File: config.mk
export PLATFORM = sky130hd
export DESIGN_NAME = cnn_layer_accel_job_sequencer
export DESIGN_NICKNAME = d
export VERILOG_FILES = /design/src/rtl/cnn_layer_accel_job_seq_pkg.sv /design/src/rtl/cnn_layer_accel_watchdog.sv /design/src/rtl/cnn_layer_accel_job_sequencer.sv
export SDC_FILE = /design/constraint.sdc
export NUM_CORES = 1
export LEC_CHECK = 0
export CAP_MARGIN = 20
export CORE_MARGIN = 2
export CORE_UTILIZATION = 40
export DETAILED_ROUTE_END_ITERATION = 7
export HOLD_SLACK_MARGIN = 0.03
export PLACE_DENSITY_LB_ADDON = 0.1
export SYNTH_ARGS = -nofsm -noshare
export SYNTH_HDL_FRONTEND = slang
export SYNTH_SLANG_ARGS = --single-unit
File: constraint.sdc
create_clock -name clk_if -period 9 [get_ports clk_if]
set_input_delay 1.8 -clock clk_if [delete_from_list [all_inputs] [get_ports clk_if]]
set_output_delay 1.8 -clock clk_if [all_outputs]
set_load 0.01 [all_outputs]
File: src/rtl/cnn_layer_accel_job_seq_pkg.sv
// Shared types and constants for the cnn_layer_accel job sequencer.
// State encodings are reported verbatim on err_state and must stay fixed.
package cnn_layer_accel_job_seq_pkg;

  localparam int C_DESC_W          = 128;
  localparam int C_DEFAULT_TIMEOUT = 4096;

  typedef enum logic [2:0] {
    ST_IDLE       = 3'd0,
    ST_START      = 3'd1,
    ST_FETCH_WAIT = 3'd2,
    ST_FETCH      = 3'd3,
    ST_RUN        = 3'd4,
    ST_ACK        = 3'd5
  } seq_state_e;

endpackage

File: src/rtl/cnn_layer_accel_watchdog.sv
// Saturating per-state cycle counter; expired flags the last allowed cycle
// (count == limit-1) while enabled. A zero limit never expires.
module cnn_layer_accel_watchdog #(
  parameter int C_W = 20
) (
  input  logic           clk_if,
  input  logic           rst,
  input  logic           clr,
  input  logic           en,
  input  logic [C_W-1:0] limit,
  output logic           expired
);

  logic [C_W-1:0] count_reg;

  always_ff @(posedge clk_if) begin
    if (rst || clr) begin
      count_reg <= '0;
    end else if (en && (count_reg != '1)) begin
      count_reg <= count_reg + C_W'(1);
    end
  end

  assign expired = en && (limit != '0) && (count_reg == (limit - C_W'(1)));

endmodule

File: src/rtl/cnn_layer_accel_job_sequencer.sv
// Walks one cnn_layer_accel_quad through start, fetch and completion handshakes
// for each host descriptor, aborting to IDLE if any wait state overstays.
module cnn_layer_accel_job_sequencer
  import cnn_layer_accel_job_seq_pkg::*;
#(
  parameter int C_TIMEOUT_W = 20,
  parameter int C_JOB_CNT_W = 16
) (
  input  logic                   clk_if,
  input  logic                   rst,
  input  logic                   desc_valid,
  output logic                   desc_ready,
  input  logic [C_DESC_W-1:0]    desc_data,
  input  logic [C_TIMEOUT_W-1:0] timeout_cfg,
  output logic                   job_start,
  input  logic                   job_accept,
  output logic [C_DESC_W-1:0]    job_parameters,
  input  logic                   job_fetch_request,
  output logic                   job_fetch_ack,
  input  logic                   job_fetch_complete,
  input  logic                   job_complete,
  output logic                   job_complete_ack,
  output logic                   busy,
  output logic [C_JOB_CNT_W-1:0] jobs_done,
  output logic                   err_timeout,
  output logic [2:0]             err_state,
  input  logic                   err_clr
);

  seq_state_e state_reg, state_next;

  logic                   desc_ready_reg, desc_ready_next;
  logic                   job_start_reg, job_start_next;
  logic                   job_fetch_ack_reg, job_fetch_ack_next;
  logic                   job_complete_ack_reg, job_complete_ack_next;
  logic                   busy_reg, busy_next;
  logic [C_DESC_W-1:0]    job_parameters_reg;
  logic [C_JOB_CNT_W-1:0] jobs_done_reg;
  logic                   err_timeout_reg;
  logic [2:0]             err_state_reg;

  logic desc_take, exit_cond, timeout_fire, job_retire;
  logic wd_clr, wd_en, wd_expired;

  assign desc_take  = desc_valid && desc_ready_reg;
  assign job_retire = (state_reg == ST_ACK) && !job_complete;

  // The event that lets each wait state advance; it beats a same-cycle expiry.
  always_comb begin
    exit_cond = 1'b0;
    case (state_reg)
      ST_START:      exit_cond = job_accept;
      ST_FETCH_WAIT: exit_cond = job_fetch_request;
      ST_FETCH:      exit_cond = job_fetch_complete;
      ST_RUN:        exit_cond = job_complete;
      default:       exit_cond = 1'b0;
    endcase
  end

  assign timeout_fire = wd_expired && !exit_cond;

  assign wd_en  = (state_reg == ST_START) || (state_reg == ST_FETCH_WAIT) ||
                  (state_reg == ST_FETCH) || (state_reg == ST_RUN);
  assign wd_clr = (state_next != state_reg) || !wd_en;

  cnn_layer_accel_watchdog #(
    .C_W (C_TIMEOUT_W)
  ) u_watchdog (
    .clk_if  (clk_if),
    .rst     (rst),
    .clr     (wd_clr),
    .en      (wd_en),
    .limit   (timeout_cfg),
    .expired (wd_expired)
  );

  // State and registered outputs
  always_ff @(posedge clk_if) begin
    if (rst) begin
      state_reg            <= ST_IDLE;
      desc_ready_reg       <= 1'b0;
      job_start_reg        <= 1'b0;
      job_fetch_ack_reg    <= 1'b0;
      job_complete_ack_reg <= 1'b0;
      busy_reg             <= 1'b0;
      job_parameters_reg   <= '0;
      jobs_done_reg        <= '0;
      err_timeout_reg      <= 1'b0;
      err_state_reg        <= 3'd0;
    end else begin
      state_reg            <= state_next;
      desc_ready_reg       <= desc_ready_next;
      job_start_reg        <= job_start_next;
      job_fetch_ack_reg    <= job_fetch_ack_next;
      job_complete_ack_reg <= job_complete_ack_next;
      busy_reg             <= busy_next;
      if (desc_take) begin
        job_parameters_reg <= desc_data;
      end
      if (job_retire) begin
        jobs_done_reg <= jobs_done_reg + C_JOB_CNT_W'(1);
      end
      if (timeout_fire) begin
        err_timeout_reg <= 1'b1;
        err_state_reg   <= state_reg;
      end else if (err_clr) begin
        err_timeout_reg <= 1'b0;
        err_state_reg   <= 3'd0;
      end
    end
  end

  always_comb begin
    state_next = state_reg;
    case (state_reg)
      ST_IDLE:       if (desc_take)          state_next = ST_START;
      ST_START:      if (job_accept)         state_next = ST_FETCH_WAIT;
      ST_FETCH_WAIT: if (job_fetch_request)  state_next = ST_FETCH;
      ST_FETCH:      if (job_fetch_complete) state_next = ST_RUN;
      ST_RUN:        if (job_complete)       state_next = ST_ACK;
      ST_ACK:        if (!job_complete)      state_next = ST_IDLE;
      default:                               state_next = ST_IDLE;
    endcase
    if (timeout_fire) begin
      state_next = ST_IDLE;
    end
  end

  // Outputs are decoded from the next state so they line up with state_reg.
  always_comb begin
    desc_ready_next       = (state_next == ST_IDLE);
    busy_next             = (state_next != ST_IDLE);
    job_start_next        = (state_next == ST_START);
    job_fetch_ack_next    = (state_reg == ST_FETCH_WAIT) && (state_next == ST_FETCH);
    job_complete_ack_next = (state_next == ST_ACK);
  end

  assign desc_ready       = desc_ready_reg;
  assign job_start        = job_start_reg;
  assign job_parameters   = job_parameters_reg;
  assign job_fetch_ack    = job_fetch_ack_reg;
  assign job_complete_ack = job_complete_ack_reg;
  assign busy             = busy_reg;
  assign jobs_done        = jobs_done_reg;
  assign err_timeout      = err_timeout_reg;
  assign err_state        = err_state_reg;

endmodule
==> flow_summary.ini, run 1 <==
[grt]
grt_max_degree = 98
grt_pass1_vias = 6428
antenna_found_initial = 0
grt-ovfl-total = 0
track_usage_pct = 22.7
grt_pass1_wl_mm = 35.3

[clocking]
cts_buffer_depth = 2
cts_buffers = 17
cts_sinks = 176
cts_resized = 0
postCtsSetupBuffers = 0
clkTransAtPathRegs_ps = 60
h-tree-depth = 4
cts_root_buf = clkbuf_16
cts_hold_buf = 0
cts_tree = built
clkLatencyLatePin_ps = 430

[sta]
final.setup.tns_ps = 0
setup_violations = 0
max_slew_margin_pct = 29.2
hold_viol = 0
fmax_mhz = 215
period_share_pct = 51.7
final_max_slew_viol_count = 0
finClkSkew_ps = 10.4
tightest_slew_ps = 1060
rsz0062_at_grt = false
finalCriticalPeriod_ps = 4650

[pwr]
leakagePower_nw = 3.77
switching_share_pct = 27.2
vdd_drop_max_mv = 0.138
p_comb_share_pct = 15.8
p_int_mw = 1.33
p_sw_uw = 497
power.share.sequential_pct = 45.5
power_density_mw_per_mm2 = 165
pwr-share-clk_pct = 38.6

[critical_path]
cp-start-kind = primary input
crit_type = primary input to flop
crit_arrival_ps = 4920
cp.required_ps = 9270
crit_path_end_kind = flop
critical_path.max_fanout = 27

[layout]
largest_reg_flops = 128
nFillCells = 1675
syn2layout_area_growth_pct = 50.6
nets = 1356
final_util_pct = 61.7
antenna_cells = 0
drive_gt1_share_pct = 5.70

[placed_design]
hpwl_mm = 16.2
place.gp.congestion = 0.816
port_buffers = 308

[floorplan]
row_count = 49
ios = 309
die_w_um = 140
coreArea_sq_mm = 0.0180
fp.dieH_um = 140
die_area_sq_mm = 0.0196
initial_core_util_pct = 41.0

[drt]
remaining_drc_errors = 0
drt_wl_total_mm = 22.6
via_count = 7174
routedWlPerCell_um = 15.7
drtIter0Drc = 440
dr.pass1.iters = 5
ant_nets = 0
drt-vias-per-instance = 4.99

[synth]
ys_ff_latch = 176
syn_avg_cell_area_sq_um = 7.99
synth_seq_area_share_pct = 47.7
syn_area_sq_mm = 0.00738
ys_types = 57
synth_edf_count = 0
synth_cells = 924
synthArstFlopShare_pct = 0
synth_fp_nets = 1083
ys.warnings.count = 0
synthFlopType = dfxtp_1

[run]
maxCapViolations = 0

[min_path]
min_path_type = flop to flop

[status]
status = finished, final reports clean
## Yosys cell counts (3+ instances only)
cell	count	area [sq um]
or3_1	13	81.3
nor4_1	11	68.8
nor3_1	15	75.1
nor3b_1	3	22.5
buf_1	6	22.5
inv_1	13	48.8
dfxtp_1	176	3520
mux2i_1	3	30.0
o311a_2	3	33.8
nand2b_1	3	18.8
xor2_1	22	193
o21a_1	4	30.0
buf_6	3	33.8
nor2_1	33	124
o21ai_0	13	65.1
nor2b_1	7	43.8
and3_1	7	43.8
ha_1	3	37.5
nand4_1	9	56.3
nor3_2	16	160
nand3_1	21	105
a21oi_1	138	691
xnor2_1	31	272
clkbuf_1	48	180
nand2_1	283	1060
## kinds of logic (layout without fill, tap and decap cells)
family	count (synthesis)	in the layout	share of synthesized area [%]
and+or+nand+nor	437	437	27.2
AOI/OAI and AO/OA	181	181	13.9
buffers and inverters	71	357	3.93
DFF	176	176	47.7
muxes	3	3	0.407
adders and majority gates	3	3	0.508
xor gates and xnor gates	53	53	6.29
## worst max-delay path: stages
cell,delay (ps)
clkdlybuf4s50_1,550
or4_4,590
or4_4,440
or3_1,370
a22oi_2,230
nand4_4,180
o31ai_4,230
buf_4,400
nor3_1,110
## per-stage QoR
stage / instance area, sq um / cells / hold slack [ps] / setup WS, ps / power [mW]
finish: 11100 / 1439 / 452 / 4350 / 1.83
global route: 11100 / 1439 / 467 / 4110 / 1.92
CTS: 11100 / 1439 / 456 / 4380 / 1.85
detailed placement: 10500 / 1407 / 446 / 3920 / 1.14
global placement: 10500 / 1407 / 441 / 3960 / 1.14
floorplan: 7380 / 924 / 481 / 4600 / 0.974
## layout make-up
type	count	area (sq um)	share of cell area [%]
Clock buffer	17	425	3.83
Timing Repair Buffer	312	3110	28.0
Tap cell	229	287	2.58
Multi-Input combinational cell	677	3580	32.2
Inverter	13	48.8	0.439
Sequential cell	176	3520	31.7
Clock inverter	15	145	1.31
## metal layers
layer,share of wire [%],up-vias,GRT usage (%)
li1,-,3647,-
met1,43,3229,29.1
met3,8.1,26,7.57
met2,47,272,35.7
met4,1.9,0,7.84
met5,0,-,0
## cells in the final DEF (no fill, tap or decap), types with 4 or more instances in the layout
cell	n
xor2_1	22
o21a_1	4
buf_4	5
or3_1	13
nand2_1	282
clkbuf_16	17
o21ai_0	13
xnor2_1	31
and3_1	7
nor4_1	11
nand4_1	9
dfxtp_1	176
nand3_1	21
inv_1	13
nor3_1	15
a21oi_1	138
nor2_1	33
nor3_2	16
clkdlybuf4s50_1	307
inv_6	4
nor2b_1	7
## worst paths after layout
kind | start | endpoint | slack [ps] | depth (start not counted)
max reg2reg | state_reg[2] | u_watchdog.count_reg[0] | 5960 | 8
min reg2reg | job_parameters[122] | job_parameters[122] | 450 | 2
min | job_parameters[122] | job_parameters[122] | 450 | 2
max | timeout_cfg[3] | u_watchdog.count_reg[0] | 4350 | 9
## power by group through the flow
stage / sequential, mW / clock (mW) / combinational, mW
after floorplan: 0.865 / 0 / 0.109
after global placement: 0.850 / 0 / 0.291
after detailed placement: 0.852 / 0 / 0.291
after CTS: 0.834 / 0.728 / 0.293
after global routing: 0.838 / 0.765 / 0.315
final: 0.834 / 0.708 / 0.290
Note: power is estimated with default switching activity, not from simulation.
==> inputs of run 2 (changes only) <==
Clock period 9 ns to 4.7 ns, I/O delays scaled along.
==> run 2 against run 1 <==
First-iteration DRC count up 1.4%. Utilization down 0.090 points. Combinational power up 92%. Clock-buffer cell count up 3. Via count about the same. Cell area down 0.15%. Non-clock buffer count up 2. Global-route usage up 0.24 points. Worst hold slack about the same. Clock power up 85%. Highest routed layer unchanged.
==> flow_summary.ini, run 2 (synthesis gave the netlist of run 1 again) <==
[pwr]
vdd_drop_max_mv = 0.246
p_int_mw = 2.56
p_sw_uw = 902
pwr-share-clk_pct = 37.7
power.share.sequential_pct = 46.1
switching_share_pct = 26.1
p_comb_share_pct = 16.1
leakagePower_nw = 3.76
power_density_mw_per_mm2 = 312

[grt]
grt_pass1_vias = 6626
antenna_found_initial = 0
grt_max_degree = 90
track_usage_pct = 22.9
grt-ovfl-total = 0
grt_pass1_wl_mm = 35.9

[placed_design]
place.gp.congestion = 0.815
place_area_sq_mm = 0.0106
port_buffers = 308
hpwl_mm = 16.4

[sta]
max_slew_margin_pct = 33.9
fmax_mhz = 266
final.setup.tns_ps = 0
setup_violations = 0
rsz0062_at_grt = false
hold_viol = 0
period_share_pct = 80.1
final_max_slew_viol_count = 0
whs_ps = 453
finalCriticalPeriod_ps = 3760
finClkSkew_ps = 8.94
tightest_slew_ps = 990

[drt]
remaining_drc_errors = 0
via_count = 7172
drtIter0Drc = 446
drt-vias-per-instance = 4.98
dr.pass1.iters = 5
ant_nets = 0
drt_wl_total_mm = 22.7
routedWlPerCell_um = 15.8

[layout]
antenna_cells = 0
postLayoutCellArea_sq_mm = 0.0111
drive_gt1_share_pct = 5.70
largest_reg_flops = 128
final_common_cell = clkdlybuf4s50_1
nets = 1358
final_util_pct = 61.6
syn2layout_area_growth_pct = 50.4
final_cell_mix = 307 x clkdlybuf4s50_1, 282 x nand2_1, 176 x dfxtp_1
nFillCells = 1666

[critical_path]
crit_arrival_ps = 4030
critical_path.max_fanout = 27
cp.required_ps = 4960
cp-start-kind = primary input
crit_type = primary input to flop
crit_path_end_kind = flop
reg2reg_slack_ps = 1760

[clocking]
cts_buffers = 17
cts_sinks = 176
clkTransAtPathRegs_ps = 70
cts_buffer_depth = 2
cts_resized = 0
clkLatencyLatePin_ps = 420
postCtsSetupBuffers = 0
h-tree-depth = 4
cts_hold_buf = 0
cts_root_buf = clkbuf_16
cts_tree = built

[min_path]
min_path_type = flop to flop

[floorplan]
ios = 309
fp.dieH_um = 140
die_area_sq_mm = 0.0196
die_w_um = 140
initial_core_util_pct = 41.0
coreArea_sq_mm = 0.0180
row_count = 49

[run]
maxCapViolations = 0

[status]
status = finished, final reports clean
-- run 2: cell types whose count changed in the layout (fill, tap and decap cells not counted), sizes merged --
cell | previous run | this run
inv | 20 | 16
clkinv | 7 | 6
clkinvlp | 1 | 2
clkbuf | 17 | 20
buf | 5 | 7
-- run 2: routing by layer --
metal	vias to the layer above	track usage (%)	share of wire [%]
met5	-	0	0
met4	0	7.26	1.8
met3	27	5.95	6.8
met2	239	37.6	48
met1	3268	29.5	44
li1	3638	-	-
-- run 2: final cells by class --
cell class                      instances  area [sq um]  area share [%]
Multi-Input combinational cell        677          3580            32.2
Sequential cell                       176          3520            31.7
Timing Repair Buffer                  314          3130            28.1
Clock buffer                           20           457            4.11
Tap cell                              229           287            2.58
Clock inverter                         11          82.6           0.744
Inverter                               13          48.8           0.439
-- run 2: worst paths after layout --
kind                                    startpoint                      end  cells after the start
worst max register to register        state_reg[2]  u_watchdog.count_reg[0]                      8
worst max-delay path                timeout_cfg[3]  u_watchdog.count_reg[0]                      9
worst min register to register  job_parameters[39]       job_parameters[39]                      2
worst min-delay path            job_parameters[39]       job_parameters[39]                      2
-- run 2: metrics by stage --
| stage | power, mW | worst slack (ps) | cells |
|---|---|---|---|
| 4_1_cts | 3.50 | 946 | 1440 |
| 3_3_place_gp | 2.19 | 530 | 1409 |
| 2_1_floorplan | 1.86 | 1160 | 924 |
| 6_report | 3.46 | 935 | 1440 |
| 3_5_place_dp | 2.19 | 488 | 1409 |
| 5_1_grt | 3.62 | 731 | 1440 |
-- run 2: power by group through the flow --
stage	clock [mW]	sequential [mW]	combinational, mW
final	1.31	1.60	0.558
after global routing	1.41	1.60	0.608
after CTS	1.34	1.60	0.562
after detailed placement	0	1.63	0.559
after global placement	0	1.63	0.560
after floorplan	0	1.66	0.209
-- run 2: worst max-delay path, stage by stage --
cell and delay, ps:
clkdlybuf4s50_1 550, or4_4 590, or4_4 450, or3_1 370, a22oi_2 230, nand4_4 180
o31ai_4 210, buf_4 390, nor3_1 110
==> inputs of run 3 (changes only) <==
Settings changed: CORE_UTILIZATION 40 to 39.
Clock period 4.7 ns to 3.25 ns, I/O delays scaled along.
==> run 3 against run 2 <==
Final cell count is 3.1% higher. Utilization is 0.082 points lower. Non-clock buffer count is 39 higher. Via count is 1.9% higher. Combinational power is 52% higher. Wire length is 0.35% lower. Critical path depth stayed put. Global-route usage is 0.94 points lower. Largest cell class unchanged. Power is 48% higher. Register-to-register slack worse by 870 ps.
==> flow_summary.ini, run 3 (synthesis gave the netlist of run 1 again) <==
[clocking]
cts_hold_buf = 0
h-tree-depth = 4
clkLatencyLatePin_ps = 430
cts_root_buf = clkbuf_16
cts_tree = built
clkTransAtPathRegs_ps = 60
cts_buffer_depth = 2
cts_resized = 0
cts_sinks = 176
cts_buffers = 17
postCtsSetupBuffers = 0

[pwr]
vdd_drop_max_mv = 0.369
leakagePower_nw = 3.97
power_density_mw_per_mm2 = 447

[critical_path]
critical_path.max_fanout = 7
cp-start-kind = primary input
crit_type = primary input to flop
cp.required_ps = 3600
crit_path_end_kind = flop
crit_arrival_ps = 3450

[placed_design]
place.gp.congestion = 0.828
place_ws_ps = -345
port_buffers = 308
hpwl_mm = 16.3

[layout]
nets = 1397
syn2layout_area_growth_pct = 55.3
multi_input_area_sq_mm = 0.00358
final_cell_mix = 307 x clkdlybuf4s50_1, 282 x nand2_1, 176 x dfxtp_1
largest_reg_flops = 128
final_common_cell = clkdlybuf4s50_1
drive_gt1_share_pct = 8.71
nFillCells = 1718
register_area_sq_mm = 0.00352
antenna_cells = 0

[sta]
final.setup.tns_ps = 0
tightest_slew_ps = 748
period_share_pct = 95.2
finClkSkew_ps = 13.8
finalCriticalPeriod_ps = 3100
max_slew_margin_pct = 50.1
setup_ws_ps = 155
setup_violations = 0
hold_viol = 0
rsz0062_at_grt = false
fmax_mhz = 323
final_max_slew_viol_count = 0

[floorplan]
die_area_sq_mm = 0.0200
ios = 309
fp.dieH_um = 142
row_count = 50
initial_core_util_pct = 39.6
die_w_um = 142
coreArea_sq_mm = 0.0186

[drt]
dr.pass1.iters = 5
drt_wl_total_mm = 22.6
remaining_drc_errors = 0
drt-vias-per-instance = 4.92
via_count = 7311
drtIter0Drc = 420
ant_nets = 0
routedWlPerCell_um = 15.2

[run]
maxCapViolations = 0

[status]
status = finished, final reports clean

[grt]
grt-ovfl-total = 0
track_usage_pct = 22.0
grt_pass1_wl_mm = 35.1
grt_max_degree = 147
antenna_found_initial = 0
grt_pass1_vias = 6761

[min_path]
min_path_type = flop to flop
==> run 3: changes by cell type in the layout (fill, tap and decap cells not counted), moves of 3 or more <==
cell | previous run | this run
clkinv_2 | 3 | 0
buf_4 | 7 | 43
buf_12 | 0 | 3
inv_8 | 0 | 3
==> run 3: path summary, 6_finish.rpt <==
path | from | to | slack (ps) | depth (start not counted)
min | job_parameters[87] | job_parameters[87] | 450 | 2
max | timeout_cfg[3] | desc_ready | 150 | 9
max reg2reg | state_reg[1] | err_state[0] | 890 | 8
min reg2reg | job_parameters[87] | job_parameters[87] | 450 | 2
==> run 3: routing by layer <==
metal  vias to the layer above  track usage (%)  wire (um)
li1                       3726                -          -
met1                      3293             27.4       9840
met2                       252             35.9      10500
met3                        40             6.72       1700
met4                         0             7.84        597
met5                         -                0          0
==> run 3: power by group <==
group | switching, mW | leakage [nW] | internal, mW | total [mW]
logic | 0.389 | 2.27 | 0.459 | 0.847
registers | 0.0513 | 1.43 | 2.25 | 2.31
clock network | 0.942 | 0.269 | 1.03 | 1.97
==> run 3: cell type report <==
type                            instances  share of cell area, %
Clock buffer                           19                   3.86
Clock inverter                         13                   1.09
Inverter                               13                  0.425
Multi-Input combinational cell        677                   31.2
Sequential cell                       176                   30.7
Tap cell                              234                   2.55
Timing Repair Buffer                  353                   30.1
==> run 3: stage by stage <==
step | utilization, % | instances | power [mW] | area [sq um] | hold WS, ps
floorplan | - | 924 | 2.70 | 7380 | 481
global placement | 58.4 | 1452 | 3.20 | 10900 | 440
detailed placement | 58.4 | 1452 | 3.21 | 10900 | 446
CTS | 61.5 | 1484 | 5.18 | 11500 | 456
global route | 61.5 | 1485 | 5.34 | 11500 | 468
finish | 61.5 | 1485 | 5.13 | 11500 | 453
==> run 3: worst max-delay path, cell delays in order <==
cell             delay (ps)
clkdlybuf4s50_1         410
or4_4                   540
or4_4                   440
or3_1                   380
a22oi_2                 210
nand4_4                 170
buf_4                   180
or3_1                   320
a31oi_1                 130
